### src/rtl/ic_74157_demux.sv
// ---------------------------------------------------------------------------
// ic_74157_demux
//   Receive-end companion of a quad 2-input multiplexer. A WIDTH-bit bus Y is
//   time-shared between channel 0 (S=0) and channel 1 (S=1). Bus content is
//   valid only when the active-low enable E is 0. Each channel-0 sample is
//   held until the next channel-1 sample. The pair is then published on A/B
//   with a one-cycle pair_valid strobe, and the frame is counted.
//
// Ports
//   clk        : clock, all state changes on the rising edge
//   rst        : synchronous active-high reset
//   Y          : multiplexed data bus (WIDTH)
//   S          : channel select observed with Y (0 = ch0, 1 = ch1)
//   E          : active-low enable; only E=0 edges sample the bus
//   A          : last published channel-0 data (WIDTH)
//   B          : last published channel-1 data (WIDTH)
//   pair_valid : one-cycle pulse when A/B update
//   frame_cnt  : published frame count, wraps (CNT_WIDTH)
//   stuck      : S unchanged for STUCK_LIMIT consecutive enabled edges
//   dropped    : sticky, a held channel-0 sample was discarded by E=1
// ---------------------------------------------------------------------------
module ic_74157_demux #(
  parameter int WIDTH       = 4,
  parameter int STUCK_LIMIT = 8,
  parameter int CNT_WIDTH   = 8
) (
  input  logic                 clk,
  input  logic                 rst,
  input  logic [WIDTH-1:0]     Y,
  input  logic                 S,
  input  logic                 E,
  output logic [WIDTH-1:0]     A,
  output logic [WIDTH-1:0]     B,
  output logic                 pair_valid,
  output logic [CNT_WIDTH-1:0] frame_cnt,
  output logic                 stuck,
  output logic                 dropped
);

  typedef enum logic {
    WAIT0 = 1'b0,
    HAVE0 = 1'b1
  } state_t;

  localparam logic [7:0] RUN_LIMIT = STUCK_LIMIT[7:0];

  state_t           state_p0;
  state_t           state_nxt;
  logic             en;
  logic             load_hold;
  logic             publish;
  logic             drop;
  logic [WIDTH-1:0] hold_p0;
  logic [7:0]       run_cnt_p0;
  logic [7:0]       run_cnt_nxt;
  logic             last_s_p0;

  // Run counter advance, parked at the limit so it can never wrap back below.
  function automatic logic [7:0] run_sat_inc(input logic [7:0] run);
    if (run >= RUN_LIMIT) return RUN_LIMIT;
    return run + 8'd1;
  endfunction

  assign en          = ~E;
  assign run_cnt_nxt = run_sat_inc(run_cnt_p0);

  // Frame FSM: state register
  always_ff @(posedge clk) begin
    if (rst) state_p0 <= WAIT0;
    else     state_p0 <= state_nxt;
  end

  // Frame FSM: next state
  always_comb begin
    state_nxt = state_p0;
    case (state_p0)
      WAIT0: if (en && !S) state_nxt = HAVE0;
      HAVE0: if (!en || S) state_nxt = WAIT0;
      default: state_nxt = WAIT0;
    endcase
  end

  // Frame FSM: actions. A channel-0 sample is captured in either state,
  // so a newer channel-0 sample simply overwrites the held one.
  always_comb begin
    load_hold = 1'b0;
    publish   = 1'b0;
    drop      = 1'b0;
    case (state_p0)
      WAIT0: load_hold = en && !S;
      HAVE0: begin
        load_hold = en && !S;
        publish   = en && S;
        drop      = !en;
      end
      default: ;
    endcase
  end

  // Stage p0 -> outputs: hold register and published frame
  always_ff @(posedge clk) begin
    if (rst) begin
      hold_p0    <= '0;
      A          <= '0;
      B          <= '0;
      pair_valid <= 1'b0;
      frame_cnt  <= '0;
      dropped    <= 1'b0;
    end else begin
      pair_valid <= publish;
      if (load_hold) hold_p0 <= Y;
      if (publish) begin
        A         <= hold_p0;
        B         <= Y;
        frame_cnt <= frame_cnt + 1'b1;
      end
      if (drop) dropped <= 1'b1;
    end
  end

  // Stuck-select detector. Disabled cycles freeze the run; last_s resets
  // to 0, so a first enabled S=0 extends that run rather than starting one.
  always_ff @(posedge clk) begin
    if (rst) begin
      run_cnt_p0 <= '0;
      last_s_p0  <= 1'b0;
      stuck      <= 1'b0;
    end else if (en) begin
      last_s_p0 <= S;
      if (S == last_s_p0) begin
        run_cnt_p0 <= run_cnt_nxt;
        if (run_cnt_nxt == RUN_LIMIT) stuck <= 1'b1;
      end else begin
        run_cnt_p0 <= 8'd1;
        stuck      <= 1'b0;
      end
    end
  end

endmodule

### config.mk
export PLATFORM = sky130hd
export DESIGN_NAME = ic_74157_demux
export DESIGN_NICKNAME = d
export VERILOG_FILES = /design/src/rtl/ic_74157_demux.sv
export SDC_FILE = /design/constraint.sdc
export NUM_CORES = 1
export LEC_CHECK = 0
export BUFFER_PORTS_ARGS = -buffer_cell sky130_fd_sc_hd__buf_2
export CAP_MARGIN = 20
export CORE_ASPECT_RATIO = 2
export CORE_UTILIZATION = 45
export CTS_CLUSTER_SIZE = 40
export DETAILED_ROUTE_END_ITERATION = 10
export PLACE_DENSITY = 0.71
export SETUP_SLACK_MARGIN = 0.15
export SYNTH_ARGS = -nofsm -noshare
export SYNTH_HDL_FRONTEND = slang
export SYNTH_SLANG_ARGS = --single-unit
### constraint.sdc
create_clock -name clk -period 1.65 [get_ports clk]
set_clock_uncertainty 0.15 [all_clocks]
set_input_delay 0.165 -clock clk [delete_from_list [all_inputs] [get_ports clk]]
set_output_delay 0.165 -clock clk [all_outputs]
set_load 0.01 [all_outputs]
======== Word level (Yosys, flattened, before mapping) ========
Index checks and enable logic that the tools add are counted.
W data, S select, Z words.
storage, ports and cells
  flip-flop bits (word level) ............. 33
  ROM bits ................................ 0
  bits in writable memories ............... 0
  logic and storage cells ................. 34
  memories ................................ 0
  latch bits .............................. 0
  input port bits ......................... 8
cells by class
  equal/unequal tests ..................... 3
  multipliers ............................. 0
  reductions and logical operators ........ 5
  $lt $le $gt $ge ......................... 1
  add/subtract/negate cells ............... 2
  shift operators ......................... 0
  bitwise gates (word level) .............. 2
  muxes and demuxes ....................... 11
  div/mod/pow operators ................... 0
operators with widths
  operator               count
  $mux W8                3
  $add A8 B1 Y8 const B  2
  $eq A8 B4 Y1 const B   1
  $ge A8 B4 Y1 const B   1
  $mux W1                7
  $logic_and A1 B1 Y1    2
  $ne A2 B1 Y1 const B   1
  $not A1 Y1             2
  $pmux W1 S2            1
  $reduce_and A2 Y1      1
  $eq A1 B1 Y1           1
  $logic_not A1 Y1       1
  $logic_or A1 B1 Y1     1

======== Logic depth before layout (Yosys ltp) ========
Gate-level depths: netlist (run 1).
  depth after elaboration ................. 6
  depth in mapped cells ................... 5
  mapped depth without buffers ............ 5

======== Worst setup path after synthesis (run 1) ========
OpenSTA, ideal clock, no wires.
  kind .................................... reg2reg
  start point ............................. reg frame_cnt[0]
  end point ............................... reg frame_cnt[6]
  stages on the path, launching flop included .. 5
  library setup time ...................... 71 ps
  clock period less this slack ............ 1490 ps
  required time ........................... 1429 ps
  path slack .............................. 160 ps
  arrival ................................. 1269 ps
  path through ............................ dfxtp_1 -> ha_1 -> nand4b_2 -> or4_1 -> a21oi_1
on the way
  longest elaborated chain between the ends .. 1
ends and longest elaborated chain
  item                      line  text
  start: declaration        35    output logic [CNT_WIDTH-1:0] frame_cnt,
  start signal: assignment  115   frame_cnt <= frame_cnt + 1'b1;
  $add A8 B1 Y8             115
No other way between the ends.
A chain may end at the register's enable or synchronous reset.

======== Worst setup path after layout (run 1) ========
  start point ............................. reg run_cnt_p0[0]
  end point ............................... reg stuck
on the way
  longest elaborated chain between the ends .. 6
  elaborated cells between the ends (all ways) .. 7
  classes of those cells .................. add/sub (1); order compare (1); eq/ne (2); mux (2); reduce/logical (1)
ends and longest elaborated chain
  item                             line  text
  start: declaration               54    logic [7:0] run_cnt_p0;
  start signal: assignment         131   run_cnt_p0 <= run_cnt_nxt;
  $ge A8 B4 Y1                     60    if (run >= RUN_LIMIT) return RUN_LIMIT;
  $mux W1                          60
  $mux W8 (*)                      61    return run + 8'd1;
  $eq A8 B4 Y1 (*)                 132   if (run_cnt_nxt == RUN_LIMIT) stuck <= 1'b1;
  $ne A2 B1 Y1 (no line) (*)       -
  $reduce_and A2 Y1 (no line) (*)  -
  end signal: assignment           127   stuck <= 1'b0;
  end signal: assignment           132
  end signal: assignment           135   stuck <= 1'b0;
  end: declaration                 36    output logic stuck,
Every way passes the cells marked *; elsewhere a longest branch is shown, timed or not.

==> flow_metrics.tcl, run 1 <==
set metrics [dict create \
    grt_max_degree 19 \
    hold_depth 3 \
    synth_top_area_share_pct 49.9 \
    postSynthNetCount 163 \
    grt_use_met2_pct 36.2 \
    rows 27 \
    die-area_sq_um 3180 \
    yosys_warnings 0 \
    r2r-start "run_cnt_p0[0]$_SDFFE_PP0N_" \
    die_y_um 78.7 \
    critPathCapture "stuck$_SDFFE_PP0P_" \
    required_ps 1660 \
    drt-wirelength-per-cell_um 13.2 \
    hold_class "primary input to flip-flop" \
    finalInstanceArea_sq_um 1690 \
    worstPathArrival_ps 1460 \
    synth.most_common_cell "dfxtp_1" \
    dp.final_hpwl_um 2070 \
    layout_min_cycle_time_ps 1450 \
    p_comb_share_pct 5.6 \
    power_density_nw_per_um2 1010 \
    ys_async_sr_fraction_pct 0 \
    p_leak_uw 0.000713 \
    die_x_um 40.4 \
    clk_path_buf_depth 2 \
    r2r_slack_ps 200 \
    switchingPower_uw 352 \
    clkTransAtPathRegs_ps 70 \
    worst_slew_pin_slew_ps 364 \
    grt_pass1_vias 1136 \
    p_clk_share_pct 46.0 \
    slew_viol_final 0 \
    rsz0062_at_grt "true" \
    ys_seq_area_share_pct 49.9 \
    drive_gt1_share_pct 26.2 \
    avgSynthCellArea_sq_um 8.71 \
    grt_overflow 0 \
    synth_area_leaders "dfxtp_1 50%, a21oi_1 8.3%, nand2_1 7.7%, ha_1 2.8%, nor2_1 2.6%" \
    ff2ff_path_depth 5 \
    fin_crit_sh_pct 88.1 \
    diodes 0 \
    clk_latency_ps 290 \
    synth_top_cell_by_area "dfxtp_1" \
    top_usage_layer "met2" \
    yosys_register_bits 33 \
    crit_slowest_cell "dfxtp_2" \
    p_seq_share_pct 48.4 \
    status "finished clean" \
    drt_iter0_markers 22 \
    start_util_pct 47.8 \
    wl_um 2840 \
    critPathKind "flip-flop to flip-flop" \
    netlist_instances 152 \
    grt_pass1_wl_um 4520 \
    via_per_inst 5.52 \
    ir_drop_uv 1160 \
    grt_usage_pct 20.8 \
    setup_tns_ps 0 \
    drc 0 \
    grt_util_met1_pct 17.7 \
    synth_area_sq_um 1320 \
    crit_fanout 4 \
    r2r-end "stuck$_SDFFE_PP0P_" \
    nets 197 \
    place.gp.congestion 0.757 \
    clkSinkCount 33 \
    synth_edf_count 0 \
    synth_common_cells "33 x dfxtp_1, 27 x nand2_1, 22 x a21oi_1" \
    setup_violations 0 \
    io_buffers 26 \
    critPathLaunchType "flip-flop" \
    p_sw_share_pct 20.8 \
    cts.root.buffer_cell "clkbuf_8" \
    cts_made_buffers 5 \
    core_sq_um 2770 \
    dpl_cell_area_sq_um 1480 \
    use_met3_pct 7.82 \
    maxCapViolCount 0 \
    antenna_found_initial 0 \
    cp-startpoint "run_cnt_p0[0]$_SDFFE_PP0N_" \
    max_freq_mhz 688 \
    p_int_uw 1340 \
    timing.slew.headroom_pct 75.7 \
    drt_pass1_iterations 4 \
    endpoint_kind "flip-flop" \
    htreeDepth 2 \
    cts_tree "yes" \
    yosysUniqueCellTypes 34 \
    io_pins 27 \
    synth_top_flop_cell "dfxtp_1" \
    cpPeakStageDelay_ps 360 \
    finalHoldViolCount 0 \
    area_growth_pct 27.3 \
    antenna_left 0 \
    dr_total_vias 1193 \
    crit_chain "inv_1, ha_1, nor2b_1, a2111oi_1, a2111oi_0" \
]
[registers in the layout (all words and copies together) (netlist names), 4 cells and up]
| signal | cells |
|---|---|
| run_cnt_p0 | 8 |
| hold_p0 | 4 |
| A | 4 |
| B | 4 |
| frame_cnt | 8 |
[power groups by stage]
stage	sequential, uW	clock, uW	combinational (uW)
2_1_floorplan	837	0	56.2
3_3_place_gp	836	0	82.3
3_5_place_dp	838	0	85.0
4_1_cts	820	803	94.2
5_1_grt	821	844	105
6_report	820	780	95.3
[worst max-delay path, delay by kind of cell (launching register included)]
kind	cells	cell delay [ps]
simple gates	1	50
buf+inv	1	60
flops	1	360
fa+ha+maj	1	300
compound gates	2	420
[logic make-up after synthesis]
kind of cell	count (synthesis)	share of synthesized area, %
compound gates	38	16.4
flops	33	49.9
xor+xnor	3	2.55
simple gates	61	23.2
buf+inv	13	4.35
mux	1	0.756
fa+ha+maj	3	2.84
[layout make-up]
class | instances | area (sq um)
clock inverters | 1 | 30.0
well taps | 29 | 36.3
flip-flops and latches | 33 | 669
repair buffers | 35 | 211
clock buffers | 7 | 86.3
fillers | 246 | 1080
inverters | 5 | 18.8
multi-input cells | 106 | 633
[through the flow]
stage	hold slack (ps)	instances	power, uW	setup slack, ps	utilization (%)
4_1_cts	6.59	215	1720	141	59.6
3_3_place_gp	279	203	919	190	53.5
3_5_place_dp	280	203	923	90.5	53.5
6_report	13.4	216	1700	197	60.8
2_1_floorplan	106	152	893	160	-
5_1_grt	8.37	216	1770	129	60.8
[metal layers]
metal	vias to the layer above	wire length, um	share of wire [%]
met1	569	1020	36
met3	5	98	3.4
met4	0	82	2.9
li1	598	-	-
met5	-	0	0
met2	21	1640	58
[layout by cell type (no fill, tap or decap), types with 4 or more instances in the layout]
| master | count |
|---|---|
| nand2_1 | 27 |
| dlygate4sd3_1 | 4 |
| and2_1 | 4 |
| o31ai_1 | 4 |
| inv_1 | 4 |
| a21oi_1 | 22 |
| clkbuf_8 | 6 |
| nor2_1 | 9 |
| buf_4 | 4 |
| dfxtp_2 | 4 |
| o21ai_1 | 5 |
| dfxtp_1 | 28 |
| buf_2 | 26 |
[worst min path at each step]
stage	to	slack (ps)	start
floorplan	stuck$_SDFFE_PP0P_	110	rst
global placement	hold_p0[3]$_SDFFE_PP0P_	280	Y[3]
detailed placement	hold_p0[0]$_SDFFE_PP0P_	280	Y[0]
CTS	B[1]$_SDFFE_PP0P_	7	Y[1]
global route	B[1]$_SDFFE_PP0P_	8	Y[1]
finish	B[1]$_SDFFE_PP0P_	10	Y[1]
[timing repair]
action	in CTS	in global routing
endpoints found under the hold margin	7	0
pin swaps	1	1
buffers inserted	0	1
hold buffers	4	0
gates resized for setup	5	7
endpoints found under the setup margin	3	5
No activity file was read; power rests on OpenSTA's default activity.
==> inputs of run 2 (changes only) <==
--- a/config.mk
+++ b/config.mk
@@ -12,6 +12,7 @@
 export CTS_CLUSTER_SIZE = 40
 export DETAILED_ROUTE_END_ITERATION = 10
 export PLACE_DENSITY = 0.71
+export RECOVER_POWER = 100
 export SETUP_SLACK_MARGIN = 0.15
 export SYNTH_ARGS = -nofsm -noshare
 export SYNTH_HDL_FRONTEND = slang
==> run 2 against run 1 <==
  * Hold slack hardly changed
  * Largest power group unchanged
  * Register-to-register slack got worse by 80 ps
  * Sequential cell count is the same
  * Largest cell class unchanged
  * Sequential power about the same
  * Routed wire length grew 1.1%
  * Maximum frequency is 5.2% lower
==> flow_metrics.tcl, run 2 (synthesis results as in run 1) <==
set metrics [dict create \
    place.gp.congestion 0.757 \
    status "finished clean" \
    worstPathArrival_ps 1600 \
    critPathKind "flip-flop to flip-flop" \
    endpoint_kind "flip-flop" \
    cts_made_buffers 5 \
    slew_viol_final 0 \
    maxCapViolCount 0 \
    antenna_found_initial 0 \
    dp.final_hpwl_um 2070 \
    clkTransAtPathRegs_ps 70 \
    nets 197 \
    cts_tree "yes" \
    core_sq_um 2770 \
    critPathLaunchType "flip-flop" \
    cp-startpoint "frame_cnt[1]$_SDFFE_PP0P_" \
    wl_um 2870 \
    layout_min_cycle_time_ps 1530 \
    drt_pass1_iterations 5 \
    final_cell_mix "30 x dfxtp_1, 27 x nand2_1, 22 x a21oi_1" \
    crit_chain "ha_4, nand4b_4, or4_1, a21oi_1" \
    min-delay-start "Y[1]" \
    area_growth_pct 25.2 \
    die-area_sq_um 3180 \
    die_y_um 78.7 \
    required_ps 1710 \
    dr_total_vias 1211 \
    finalHoldViolCount 0 \
    diodes 0 \
    start_util_pct 47.8 \
    clk_latency_ps 290 \
    grt_pass1_vias 1136 \
    setup_tns_ps 0 \
    p_leak_uw 0.000627 \
    worst_slew_pin_slew_ps 687 \
    antenna_left 0 \
    nFillCells 258 \
    reg_top3 "frame_cnt x8, run_cnt_p0 x8" \
    ir_drop_uv 1160 \
    drt-wirelength-per-cell_um 13.3 \
    top_usage_layer "met2" \
    htreeDepth 2 \
    clk_path_buf_depth 2 \
    io_pins 27 \
    cpPeakStageDelay_ps 420 \
    via_per_inst 5.61 \
    rsz0062_at_grt "true" \
    regArea_sq_um 667 \
    max_freq_mhz 652 \
    grt_max_degree 19 \
    grt_usage_pct 20.8 \
    setup_violations 0 \
    grt_use_met2_pct 36.2 \
    multi_input_area_sq_um 633 \
    power_density_nw_per_um2 1020 \
    rows 27 \
    fin_crit_sh_pct 92.9 \
    clkSinkCount 33 \
    cts.root.buffer_cell "clkbuf_8" \
    drc 0 \
    grt_pass1_wl_um 4520 \
    fin_util_pct 59.8 \
    timing.slew.headroom_pct 54.2 \
    r2r-start "frame_cnt[1]$_SDFFE_PP0P_" \
    io_buffers 26 \
    crit_fanout 5 \
    grt_overflow 0 \
    use_met3_pct 7.82 \
    drive_gt1_share_pct 15.0 \
    hold_class "primary input to flip-flop" \
    drt_iter0_markers 31 \
    grt_util_met1_pct 17.7 \
    crit_slowest_cell "dfxtp_1" \
    die_x_um 40.4 \
    layout_commonest_cell "dfxtp_1" \
]
-- run 2: cell types whose count changed in the layout (fill, tap and decap cells not counted), sizes merged --
cell    delta
buf       -18
clkinv     +1
clkbuf    +18
inv        -1
-- run 2: layer usage --
layer,up-vias,share of wire [%]
met4,0,2.9
li1,597,-
met3,5,3.8
met2,25,58
met1,584,36
met5,-,0
-- run 2: final cells by class --
class / instances / share of cell area [%]
Sequential cell: 33 / 40.2
Multi-Input combinational cell: 106 / 38.2
Timing Repair Buffer: 35 / 11.2
Clock buffer: 7 / 5.21
Tap cell: 29 / 2.19
Clock inverter: 1 / 1.81
Inverter: 5 / 1.13
-- run 2: through the flow --
step,hold slack [ps],cell area [sq um],worst slack (ps),power (uW),instances
floorplan,106,1320,160,893,152
CTS,6.59,1650,141,1720,215
finish,13.8,1660,117,1690,216
detailed placement,280,1480,90.5,923,203
global route,8.37,1660,72.6,1770,216
global placement,279,1480,190,919,203
-- run 2: worst max-delay path: cells and delay by family (launching register included) --
kind / cells / cell delay, ps
AO/OA/AOI/OAI: 1 / 170
flip-flops: 1 / 420
adder cells (fa/ha/maj): 1 / 170
AND/OR/NAND/NOR: 2 / 550
-- run 2: path summary, 6_finish.rpt --
check | cells past startpoint | slack (ps) | endpoint
worst max-delay path | 4 | 120 | frame_cnt[6]$_SDFFE_PP0P_
worst min-delay path | 3 | 10 | B[1]$_SDFFE_PP0P_
worst max register to register | 4 | 120 | frame_cnt[6]$_SDFFE_PP0P_
worst min register to register | 2 | 310 | B[0]$_SDFFE_PP0P_
-- run 2: where the power goes --
part	switching, uW	internal [uW]	total (uW)
Combinational	53.2	39.9	93.0
Sequential	10.5	810	820
Clock	288	492	780
Total	351	1340	1690
-- run 2: timing repair --
action                                 in CTS  in global routing
hold buffers                                4                  0
pin swaps                                   1                  1
setup endpoints to repair                   3                  5
endpoints found under the hold margin       7                  0
gates resized for setup                     5                  7
buffers inserted                            0                  1
==> inputs of run 3 (changes only) <==
==> constraint.sdc (replaced) <==
create_clock -name clk -period 1.65 [get_ports clk]
set_clock_uncertainty 0.15 [all_clocks]
set_input_delay 0.165 -clock clk [delete_from_list [all_inputs] [get_ports clk]]
set_output_delay 0.165 -clock clk [all_outputs]
set_load 0.02 [all_outputs]
==> run 3 against run 2 <==
  * Combinational power grew 16%
  * Clock power shrank 25%
  * Largest power group unchanged
  * Critical path depth grew 1
  * Sequential share of layout area shrank 0.20 points
  * Critical endpoint is now stuck$_SDFFE_PP0P_
  * First-iteration DRC count grew 3.2%
  * Total power shrank 11%
==> flow_metrics.tcl, run 3 (synthesis results as in run 1) <==
set metrics [dict create \
    status "finished clean" \
    cts_made_buffers 5 \
    critPathKind "flip-flop to flip-flop" \
    grt_overflow 0 \
    finalHoldViolCount 0 \
    die-area_sq_um 3180 \
    io_pins 27 \
    clkTransAtPathRegs_ps 70 \
    fin_crit_sh_pct 94.3 \
    antenna_left 0 \
    nets 200 \
    ir_drop_uv 717 \
    instances_no_fill 219 \
    io_buffers 26 \
    p_leak_uw 0.000621 \
    diodes 0 \
    cts_tree "yes" \
    grt_max_degree 20 \
    max_freq_mhz 643 \
    ff2ff_path_depth 5 \
    rsz0062_at_grt "true" \
    die_x_um 40.4 \
    r2r_slack_ps 90 \
    area_growth_pct 25.6 \
    clkSinkCount 33 \
    drt_pass1_iterations 4 \
    drt-wirelength-per-cell_um 13.8 \
    reg_top3 "frame_cnt x8, run_cnt_p0 x8" \
    hold_class "primary input to flip-flop" \
    setup_ws_ps 94.4 \
    required_ps 1620 \
    wl_um 3030 \
    grt_pass1_vias 1119 \
    maxCapViolCount 0 \
    endpoint_kind "flip-flop" \
    final_cell_mix "29 x dfxtp_1, 27 x nand2_1, 22 x a21oi_1" \
    timing.slew.headroom_pct 52.0 \
    layout_commonest_cell "dfxtp_1" \
    slew_viol_final 0 \
    whs_ps 114 \
    drc 0 \
    antenna_found_initial 0 \
    cts.root.buffer_cell "clkbuf_8" \
    crit_fanout 3 \
    critPathLaunchType "flip-flop" \
    clk_path_buf_depth 2 \
    grt_usage_pct 20.9 \
    dp_slack_ps 67.1 \
    via_per_inst 5.42 \
    die_y_um 78.7 \
    rows 27 \
    place.gp.congestion 0.749 \
    dr_total_vias 1187 \
    hold_depth 2 \
    power_density_nw_per_um2 911 \
    layout_min_cycle_time_ps 1560 \
    start_util_pct 47.8 \
    worst_slew_pin_slew_ps 720 \
    p_total_uw 1510 \
    drt_iter0_markers 32 \
    grt_pass1_wl_um 4570 \
    nFillCells 267 \
    setup_violations 0 \
    dpl.cell_count 204 \
    drive_gt1_share_pct 17.4 \
    core_sq_um 2770 \
    dp.final_hpwl_um 2050 \
    worstPathArrival_ps 1530 \
    setup_tns_ps 0 \
    clk_latency_ps 290 \
    htreeDepth 2 \
]
run 3: layer usage:
layer  vias up  global-route usage [%]  wire length, um
met3         6                    6.70              107
met5         -                       0                0
li1        598                       -                -
met4         0                    10.7               70
met2        22                    36.7             1720
met1       561                    19.5             1130
run 3: area by class of cell:
cell class / count / area, sq um / area share (%)
multi-input combinational: 106 / 648 / 39.0
sequential: 33 / 666 / 40.0
inverter: 5 / 18.8 / 1.13
tap: 29 / 36.3 / 2.18
clock buffer: 5 / 68.8 / 4.14
clock inverter: 3 / 17.5 / 1.05
timing repair buffer: 38 / 208 / 12.5
run 3: worst max-delay path: stages (launching register included):
cell	delay, ps
dfxtp_1	330
buf_4	140
ha_2	180
nor2b_2	160
a2111oi_2	320
a2111oi_1	100
run 3: final timing paths:
path | from | end
worst min register to register | hold_p0[0]$_SDFFE_PP0P_ | A[0]$_SDFFE_PP0P_
worst min-delay path | rst | frame_cnt[0]$_SDFFE_PP0P_
worst max register to register | run_cnt_p0[0]$_SDFFE_PP0N_ | stuck$_SDFFE_PP0P_
worst max-delay path | run_cnt_p0[0]$_SDFFE_PP0N_ | stuck$_SDFFE_PP0P_
run 3: timing repair:
action                                  CTS  global route
endpoints found under the hold margin     9             0
gates resized for setup                   8             8
setup buffers                             2             0
gates cloned                              0             0
endpoints found under the setup margin    2             5
pin swaps                                 3             1
hold buffers                              5             0
run 3: metrics by stage:
| step | util [%] | cell area, sq um |
|---|---|---|
| 2_1_floorplan | - | 1330 |
| 3_3_place_gp | 53.8 | 1490 |
| 3_5_place_dp | 53.8 | 1490 |
| 4_1_cts | 60.3 | 1670 |
| 5_1_grt | 60.0 | 1660 |
| 6_report | 60.0 | 1660 |
run 3: where the power goes:
group	internal, uW	total (uW)	switching, uW
registers	810	820	9.62
logic	46.7	108	61.2
clock network	290	586	296
total	1150	1510	367
